--- src/rtl/piecewise_slope_gen.sv ---
// piecewise_slope_gen: captures NKNOT (x,y) breakpoints and computes the signed
// fixed-point slope Q(DT_I).(DT_D) of each of the NKNOT-1 segments. One shared
// restoring divider is reused for every segment.
// Ports:
//   clock, rst       clock, asynchronous active-high reset
//   cal_begin        start pulse, honoured only in IDLE or DONE
//   knot_x, knot_y   packed knots, knot i at [i*DSIZE +: DSIZE]
//   busy             high while a table is being computed
//   cal_valid        full slope table valid
//   delta_bus        slopes, segment i at [i*DW +: DW]
//   seg_valid        one-cycle strobe per finished segment
//   seg_idx          index of the segment on seg_delta
//   seg_delta        slope of segment seg_idx
//   err_div0         per-segment dx==0 flag
//   err_sat          per-segment saturation flag
module piecewise_slope_gen #(
  parameter int unsigned NKNOT = 16,
  parameter int unsigned DSIZE = 16,
  parameter int unsigned DT_I  = 8,
  parameter int unsigned DT_D  = 4
) (
  input  logic                                    clock,
  input  logic                                    rst,
  input  logic                                    cal_begin,
  input  logic [NKNOT*DSIZE-1:0]                  knot_x,
  input  logic [NKNOT*DSIZE-1:0]                  knot_y,
  output logic                                    busy,
  output logic                                    cal_valid,
  output logic [(NKNOT-1)*(DT_I+DT_D)-1:0]        delta_bus,
  output logic                                    seg_valid,
  output logic [((NKNOT>2)?$clog2(NKNOT-1):1)-1:0] seg_idx,
  output logic [DT_I+DT_D-1:0]                    seg_delta,
  output logic [NKNOT-2:0]                        err_div0,
  output logic [NKNOT-2:0]                        err_sat
);

  localparam int unsigned S    = NKNOT - 1;
  localparam int unsigned DW   = DT_I + DT_D;
  localparam int unsigned QW   = DSIZE + DT_D;
  localparam int unsigned SW   = (S > 1) ? $clog2(S) : 1;
  localparam int unsigned CNTW = (QW > 1) ? $clog2(QW) : 1;
  localparam int unsigned CW   = (QW > DW) ? QW : DW;
  localparam logic [DW-1:0] MAXV = {1'b0, {(DW-1){1'b1}}};

  typedef enum logic [2:0] {ST_IDLE, ST_LOAD, ST_DIV, ST_WB, ST_DONE} state_t;

  state_t                   state_q, state_d;
  logic [NKNOT*DSIZE-1:0]   x_q, y_q;
  logic [SW-1:0]            idx_q;
  logic [DSIZE-1:0]         dx_q;
  logic                     neg_q, dyz_q;
  logic [DSIZE-1:0]         rem_q;
  logic [QW-1:0]            dvd_q;   // dividend in, quotient out
  logic [CNTW-1:0]          cnt_q;

  logic [DSIZE-1:0]         xa, xb, ya, yb, dx, dy_mag;
  logic [DSIZE:0]           dy, shifted, diff;
  logic                     q_ge, quo_big;
  logic [DW-1:0]            mag, res;
  logic                     last_seg, last_bit;

  // Knot pair selection, segment arithmetic and result shaping
  always_comb begin
    xa = '0;
    xb = '0;
    ya = '0;
    yb = '0;
    for (int unsigned i = 0; i < S; i++) begin
      if (idx_q == SW'(i)) begin
        xa = x_q[i*DSIZE +: DSIZE];
        xb = x_q[(i+1)*DSIZE +: DSIZE];
        ya = y_q[i*DSIZE +: DSIZE];
        yb = y_q[(i+1)*DSIZE +: DSIZE];
      end
    end
    dy      = {1'b0, yb} - {1'b0, ya};
    dx      = xb - xa;
    dy_mag  = dy[DSIZE] ? DSIZE'(-dy) : dy[DSIZE-1:0];
    // One restoring step: shift in the next dividend bit, subtract if it fits
    shifted = {rem_q, dvd_q[QW-1]};
    diff    = shifted - {1'b0, dx_q};
    q_ge    = (shifted >= {1'b0, dx_q});
    quo_big = (CW'(dvd_q) > CW'(MAXV));
    mag     = quo_big ? MAXV : DW'(dvd_q);
    if (dx_q == '0) begin
      res = dyz_q ? '0 : (neg_q ? -MAXV : MAXV);
    end else begin
      res = neg_q ? -mag : mag;
    end
    last_seg = (idx_q == SW'(S-1));
    last_bit = (cnt_q == CNTW'(QW-1));
  end

  // Next-state logic
  always_comb begin
    state_d = state_q;
    case (state_q)
      ST_IDLE, ST_DONE: if (cal_begin) state_d = ST_LOAD;
      ST_LOAD:          state_d = ST_DIV;
      ST_DIV:           if (last_bit) state_d = ST_WB;
      ST_WB:            state_d = last_seg ? ST_DONE : ST_LOAD;
      default:          state_d = ST_IDLE;
    endcase
  end

  // State register
  always_ff @(posedge clock or posedge rst) begin
    if (rst) state_q <= ST_IDLE;
    else     state_q <= state_d;
  end

  // Datapath and registered outputs
  always_ff @(posedge clock or posedge rst) begin
    if (rst) begin
      x_q       <= '0;
      y_q       <= '0;
      idx_q     <= '0;
      dx_q      <= '0;
      neg_q     <= 1'b0;
      dyz_q     <= 1'b0;
      rem_q     <= '0;
      dvd_q     <= '0;
      cnt_q     <= '0;
      busy      <= 1'b0;
      cal_valid <= 1'b0;
      delta_bus <= '0;
      seg_valid <= 1'b0;
      seg_idx   <= '0;
      seg_delta <= '0;
      err_div0  <= '0;
      err_sat   <= '0;
    end else begin
      seg_valid <= 1'b0;
      busy      <= (state_d == ST_LOAD) || (state_d == ST_DIV) || (state_d == ST_WB);
      case (state_q)
        ST_IDLE, ST_DONE: begin
          if (cal_begin) begin
            x_q       <= knot_x;
            y_q       <= knot_y;
            idx_q     <= '0;
            cal_valid <= 1'b0;
            delta_bus <= '0;
            err_div0  <= '0;
            err_sat   <= '0;
          end
        end
        ST_LOAD: begin
          dx_q  <= dx;
          neg_q <= dy[DSIZE];
          dyz_q <= (dy == '0);
          dvd_q <= QW'(dy_mag) << DT_D;
          rem_q <= '0;
          cnt_q <= '0;
        end
        ST_DIV: begin
          rem_q <= q_ge ? DSIZE'(diff) : shifted[DSIZE-1:0];
          dvd_q <= {dvd_q[QW-2:0], q_ge};
          cnt_q <= cnt_q + 1'b1;
        end
        ST_WB: begin
          for (int unsigned i = 0; i < S; i++) begin
            if (idx_q == SW'(i)) begin
              delta_bus[i*DW +: DW] <= res;
              err_div0[i]           <= (dx_q == '0);
              err_sat[i]            <= (dx_q != '0) && quo_big;
            end
          end
          seg_delta <= res;
          seg_idx   <= idx_q;
          seg_valid <= 1'b1;
          if (last_seg) cal_valid <= 1'b1;
          else          idx_q     <= idx_q + 1'b1;
        end
        default: ;
      endcase
    end
  end

endmodule

--- config.mk ---
export PLATFORM = sky130hd
export DESIGN_NAME = piecewise_slope_gen
export DESIGN_NICKNAME = d
export VERILOG_FILES = /design/src/rtl/piecewise_slope_gen.sv
export SDC_FILE = /design/constraint.sdc
export NUM_CORES = 2
export LEC_CHECK = 0
export ABC_AREA = 1
export CAP_MARGIN = 20
export CORE_MARGIN = 4
export CORE_UTILIZATION = 40
export DETAILED_ROUTE_END_ITERATION = 7
export PLACE_DENSITY = 0.63
export SLEW_MARGIN = 20
export SYNTH_ARGS = -nofsm -noshare
export SYNTH_HDL_FRONTEND = slang
export SYNTH_SLANG_ARGS = --single-unit
--- constraint.sdc ---
create_clock -name clock -period 35.4 [get_ports clock]
set_clock_uncertainty 0.2 [all_clocks]
set_input_delay 3.54 -clock clock [delete_from_list [all_inputs] [get_ports clock]]
set_output_delay 3.54 -clock clock [all_outputs]
set_load 0.02 [all_outputs]
### Word-level counts from Yosys, hierarchy flattened

Cells that the tools add are included.

* muxes and demuxes: 131
* add/sub/neg operators: 7
* $lt $le $gt $ge: 2
* eq/ne operators: 39
* reduce and logical (&&, ||, !) cells: 28

Operators with widths (number)
* 16-bit two-way mux: 62
* 180-bit case mux with 2 select lines: 1
* 12-bit two-way mux: 20
* 180-bit two-way mux: 1
* 15-bit case mux with 2 select lines: 2
* 3-bit AND reduction: 16
* 20-bit case mux with 2 select lines: 1
* 2-bit != test, second input constant: 17
* 1-bit two-way mux: 33
* 16-bit case mux with 2 select lines: 1
* 16-bit subtractor: 2
* 4-bit == test, second input constant: 7
* 20-bit by 11-bit greater-than comparator with 1-bit output, second input constant: 1
* 17-bit by 16-bit >= comparator with 1-bit output: 1
* 17-bit logical NOT: 1
* 16-bit by 16-bit subtractor with 17-bit output: 1
* 4-bit by 3-bit == test with 1-bit output, second input constant: 4
* 16-bit logical NOT: 1
* 16-bit negator: 1
* 16-bit nonzero test: 1
* 15-bit two-way mux: 1
* 3-bit by 2-bit == test with 1-bit output, second input constant: 4
* 12-bit negator: 1
* 3-bit case mux with 4 select lines: 1
* 19 further kinds: 26

* register bits after elaboration: 807
* input port bits: 515
* word-level logic and storage cells: 267
* output and inout bits: 229

### Logic depth before layout (Yosys ltp)

* depth in word-level cells: 20
* depth in mapped cells: 38
* depth with buffers taken out: 37

### Worst setup path before layout

Ideal clock, no wire load.

* kind: input port to flip-flop
* start: input cal_begin
* end: register delta_bus[19]
* setup time: 76 ps
* data arrival time: 4758 ps
* stages: 9
* slack: 30366 ps
* cells stage by stage: inv_1 -> nor2_1 -> inv_2 -> nand2_1 -> buf_2 -> o21ai_1 -> clkbuf_1 -> nand2_1 -> o21ai_2

* cells in the longest elaborated chain, start to end: 2

RTL lines
* from (decl): line 24 `input logic cal_begin,`
* 2-bit != test (no source line)
* 3-bit AND reduction (no source line)
* to (signal, indexed assignment): line 163 `delta_bus[i*DW +: DW] <= res;`
* to (decl): line 29 `output logic [(NKNOT-1)*(DT_I+DT_D)-1:0] delta_bus,`

No other way between the ends.
A chain may end at the register's enable or synchronous reset.

### Worst setup path after layout

* start: register idx_q[2]
* end: register dvd_q[8]

* cells in the longest elaborated chain, start to end: 20
* elaborated cells on any way between the ends: 49

RTL lines
* from (decl): line 49 `logic [SW-1:0] idx_q;`
* from (signal assigned): line 172 `else idx_q <= idx_q + 1'b1;`
* 4-bit logical NOT: line 69 `if (idx_q == SW'(i)) begin`
* 16-bit two-way mux (15 in series): line 69
* 16-bit by 16-bit subtractor with 17-bit output *: line 76 `dy = {1'b0, yb} - {1'b0, ya};`
* 16-bit negator: line 78 `dy_mag = dy[DSIZE] ? DSIZE'(-dy) : dy[DSIZE-1:0];`
* 16-bit two-way mux *: line 78
* 20-bit case mux with 2 select lines *: line 135 `case (state_q)`
* to (signal assigned): line 151 `dvd_q <= QW'(dy_mag) << DT_D;`
* to (signal assigned): line 157 `dvd_q <= {dvd_q[QW-2:0], q_ge};`
* to (decl): line 53 `logic [QW-1:0] dvd_q;`

Mark *: on every way between the ends. The rest lies on a longest branch, timed or not.

==> results.json <==
{
  "status": "completed",
  "syn-cell-area_mm2": 0.0412,
  "ys_warn_count": 0,
  "start_util": 0.404,
  "area_growth_pct": 28.2,
  "n_fill_cell": 9911,
  "hold_path_class": "register to register",
  "synth_nets": 6054,
  "hold_end": "y_q[244]",
  "io_pins": 744,
  "antenna_found_initial": 32,
  "worst_pin_slew_ns": 1.13,
  "core_mm2": 0.102,
  "path_max_fanout": 55,
  "clk_path_buf_depth": 3,
  "row_count": 117,
  "cts.htree.levels": 3,
  "route.vias.total": 39900,
  "yosysSeqAreaShare": 0.490,
  "vdd_ir_drop_max_mv": 0.107,
  "period_needed_ns": 7.39,
  "grt_max_degree": 195,
  "cpPeakStageDelay_ns": 0.80,
  "wl_per_cell_um": 21.9,
  "mostFrequentLayoutCells": "nand2_1 (2103), dfrtp_1 (807), o21ai_0 (760), clkdlybuf4s50_1 (743), inv_1 (406)",
  "leakagePower_nw": 24.5,
  "routed_wl_um": 164000,
  "synth_cell_type_count": 49,
  "drcViolationCount": 0,
  "synthCells": 5482,
  "cts_tree": "done",
  "cts.sinks": 807,
  "r2r-end": "dvd_q[8]",
  "syn_area_per_cell_um2": 7.51,
  "cap_violations": 0,
  "required_ns": 35.73,
  "final_max_slew_viol_count": 0,
  "clk-insertion-delay-late_ns": 0.69,
  "dp_hpwl_um": 118000,
  "hold_path_depth": 2,
  "root_buffer": "clkbuf_16",
  "clkTransAtPathRegs_ns": 0.06,
  "fin_hold_ws_ns": 0.271,
  "drive_gt1_frac": 0.0506,
  "drt_iter0_drc": 4089,
  "max_slew_margin": 0.250,
  "layout.nets": 6604,
  "cts_made_buffers": 92,
  "cts_setup_buffers": 0,
  "synth_seq_cells": 807,
  "cpLargestDelayFamily": "compound AO/OA/AOI/OAI gates",
  "rr_worst_depth": 30,
  "synth_edf_count": 0,
  "timing.final.ws_setup_ns": 28.01,
  "gp_congestion": 0.942,
  "cp_num_buf_inv": 3,
  "fin_tns_setup_ns": 0,
  "reg2reg_slack_ns": 28.01,
  "critPathKind": "register to register",
  "grt_pass1_wl_um": 242000,
  "firstDrtPassIters": 6,
  "pre_cts_slack_ns": 27.44,
  "cts_resized": 0,
  "portBuffers": 743,
  "setup_violations": 0,
  "ctsHoldBuffers": 0,
  "cp_slowest_cell": "a21oi_1",
  "power.density_mw_per_mm2": 101,
  "cp-start-kind": "register",
  "ys_async_sr_fraction": 1.00,
  "endpoint_kind": "register",
  "min-delay-start": "y_q[244]",
  "fin_util": 0.517,
  "postRouteAntennaNets": 0,
  "viasPerCell": 5.32,
  "arrival_ns": 7.72,
  "crit_top_cell": "nand2_1",
  "overflow": 0,
  "layout_commonest_cell": "nand2_1",
  "dieArea_mm2": 0.108,
  "r2r-start": "idx_q[2]",
  "grt_pass1_vias": 38600,
  "max_freq_mhz": 135,
  "die_width_um": 329,
  "rsz0062_at_grt": "false",
  "final_hold_viol_count": 0,
  "gr-usage-all-layers": 0.296,
  "die_h_um": 329,
  "synth_flop_cell": "dfrtp_1",
  "finalCritPeriodShare": 0.209
}
## cell usage after synthesis (5+ instances only)
master | n | share of area
a21oi_1 | 281 | 0.034
a221oi_1 | 35 | 0.0074
a31oi_1 | 5 | 0.00076
buf_1 | 17 | 0.0015
buf_2 | 25 | 0.0030
buf_4 | 5 | 0.00091
clkbuf_1 | 297 | 0.027
dfrtp_1 | 807 | 0.49
ha_1 | 54 | 0.016
inv_1 | 414 | 0.038
inv_2 | 6 | 0.00055
nand2_1 | 2104 | 0.19
nand2_2 | 7 | 0.0011
nand3_1 | 199 | 0.024
nand4_1 | 33 | 0.0050
nor2_1 | 133 | 0.012
nor3_1 | 12 | 0.0015
o2111ai_1 | 6 | 0.0013
o211ai_1 | 27 | 0.0049
o21ai_0 | 767 | 0.093
o21ai_1 | 47 | 0.0057
o21ai_2 | 23 | 0.0049
o21bai_1 | 12 | 0.0022
o221ai_1 | 25 | 0.0053
o22ai_1 | 42 | 0.0064
o31ai_1 | 5 | 0.00091
xnor2_1 | 9 | 0.0019
xor2_1 | 38 | 0.0081
## sequential cells by signal (all words and copies together) (netlist names)
name,cells
delta_bus,180
idx_q,4
dx_q,16
rem_q,16
x_q,256
busy,1
err_sat,15
y_q,256
seg_delta,12
seg_valid,1
err_div0,15
dyz_q,1
dvd_q,20
cal_valid,1
state_q,3
seg_idx,4
cnt_q,5
neg_q,1
## worst reg2reg max path, delay by kind of cell (launching register included)
kind,cells,cell delay [ns]
AOI/OAI and AO/OA,10,2.55
xor gates and xnor gates,1,0.31
adders and majority gates,1,0.29
buffers and inverters,3,1.41
DFF,1,0.48
and+or+nand+nor,15,1.99
## worst max-delay path by stage
stage	from	end	slack, ns	cells after the start
finish	idx_q[2]	dvd_q[8]	28.01	30
global route	idx_q[2]	dvd_q[8]	27.52	32
CTS	cal_begin	x_q[176]	28.19	8
detailed placement	cal_begin	x_q[176]	27.44	8
global placement	cal_begin	x_q[209]	27.57	8
floorplan	rst	busy	9.00	1
## cell type report
cell class	count	area, um2	share of cell area
inverter	424	1610	0.0305
multi-input combinational	3902	18200	0.345
clock buffer	119	2570	0.0488
sequential	807	20200	0.383
tap	1368	1710	0.0324
timing repair buffer	805	7950	0.151
antenna	23	57.6	0.00109
clock inverter	52	504	0.00955
## metal layers
metal | share of wire | GRT usage
met5 | 0.00044 | 0
met1 | 0.40 | 0.377
met4 | 0.051 | 0.147
met3 | 0.073 | 0.0529
met2 | 0.48 | 0.485
## cell families (layout without fill, tap and decap cells)
kind of cell             count (synthesis)  in the layout  synth area share
AND/OR/NAND/NOR                       2510           2510             0.240
AO/OA/AOI/OAI                         1288           1288             0.170
flip-flops                             807            807             0.490
other                                    0             23                 0
XOR/XNOR                                47             47           0.00999
adder cells (fa/ha/maj)                 57             57            0.0179
buffers and inverters                  773           1400            0.0721
## stage by stage
step | instances | total power [mW] | instance area [um2]
floorplan | 5482 | 3.31 | 41200
global placement | 7304 | 4.29 | 49600
detailed placement | 7304 | 4.33 | 49600
CTS | 7475 | 5.33 | 52700
global route | 7495 | 5.73 | 52800
finish | 7500 | 5.33 | 52800
## report_power, final
group	leakage (nW)	switching [mW]	internal, mW
clock	1.54	0.416	0.561
combinational	12.6	1.85	0.947
sequential	10.3	0.242	1.32
total	24.5	2.51	2.82
Note: power is estimated with default switching activity, not from simulation.
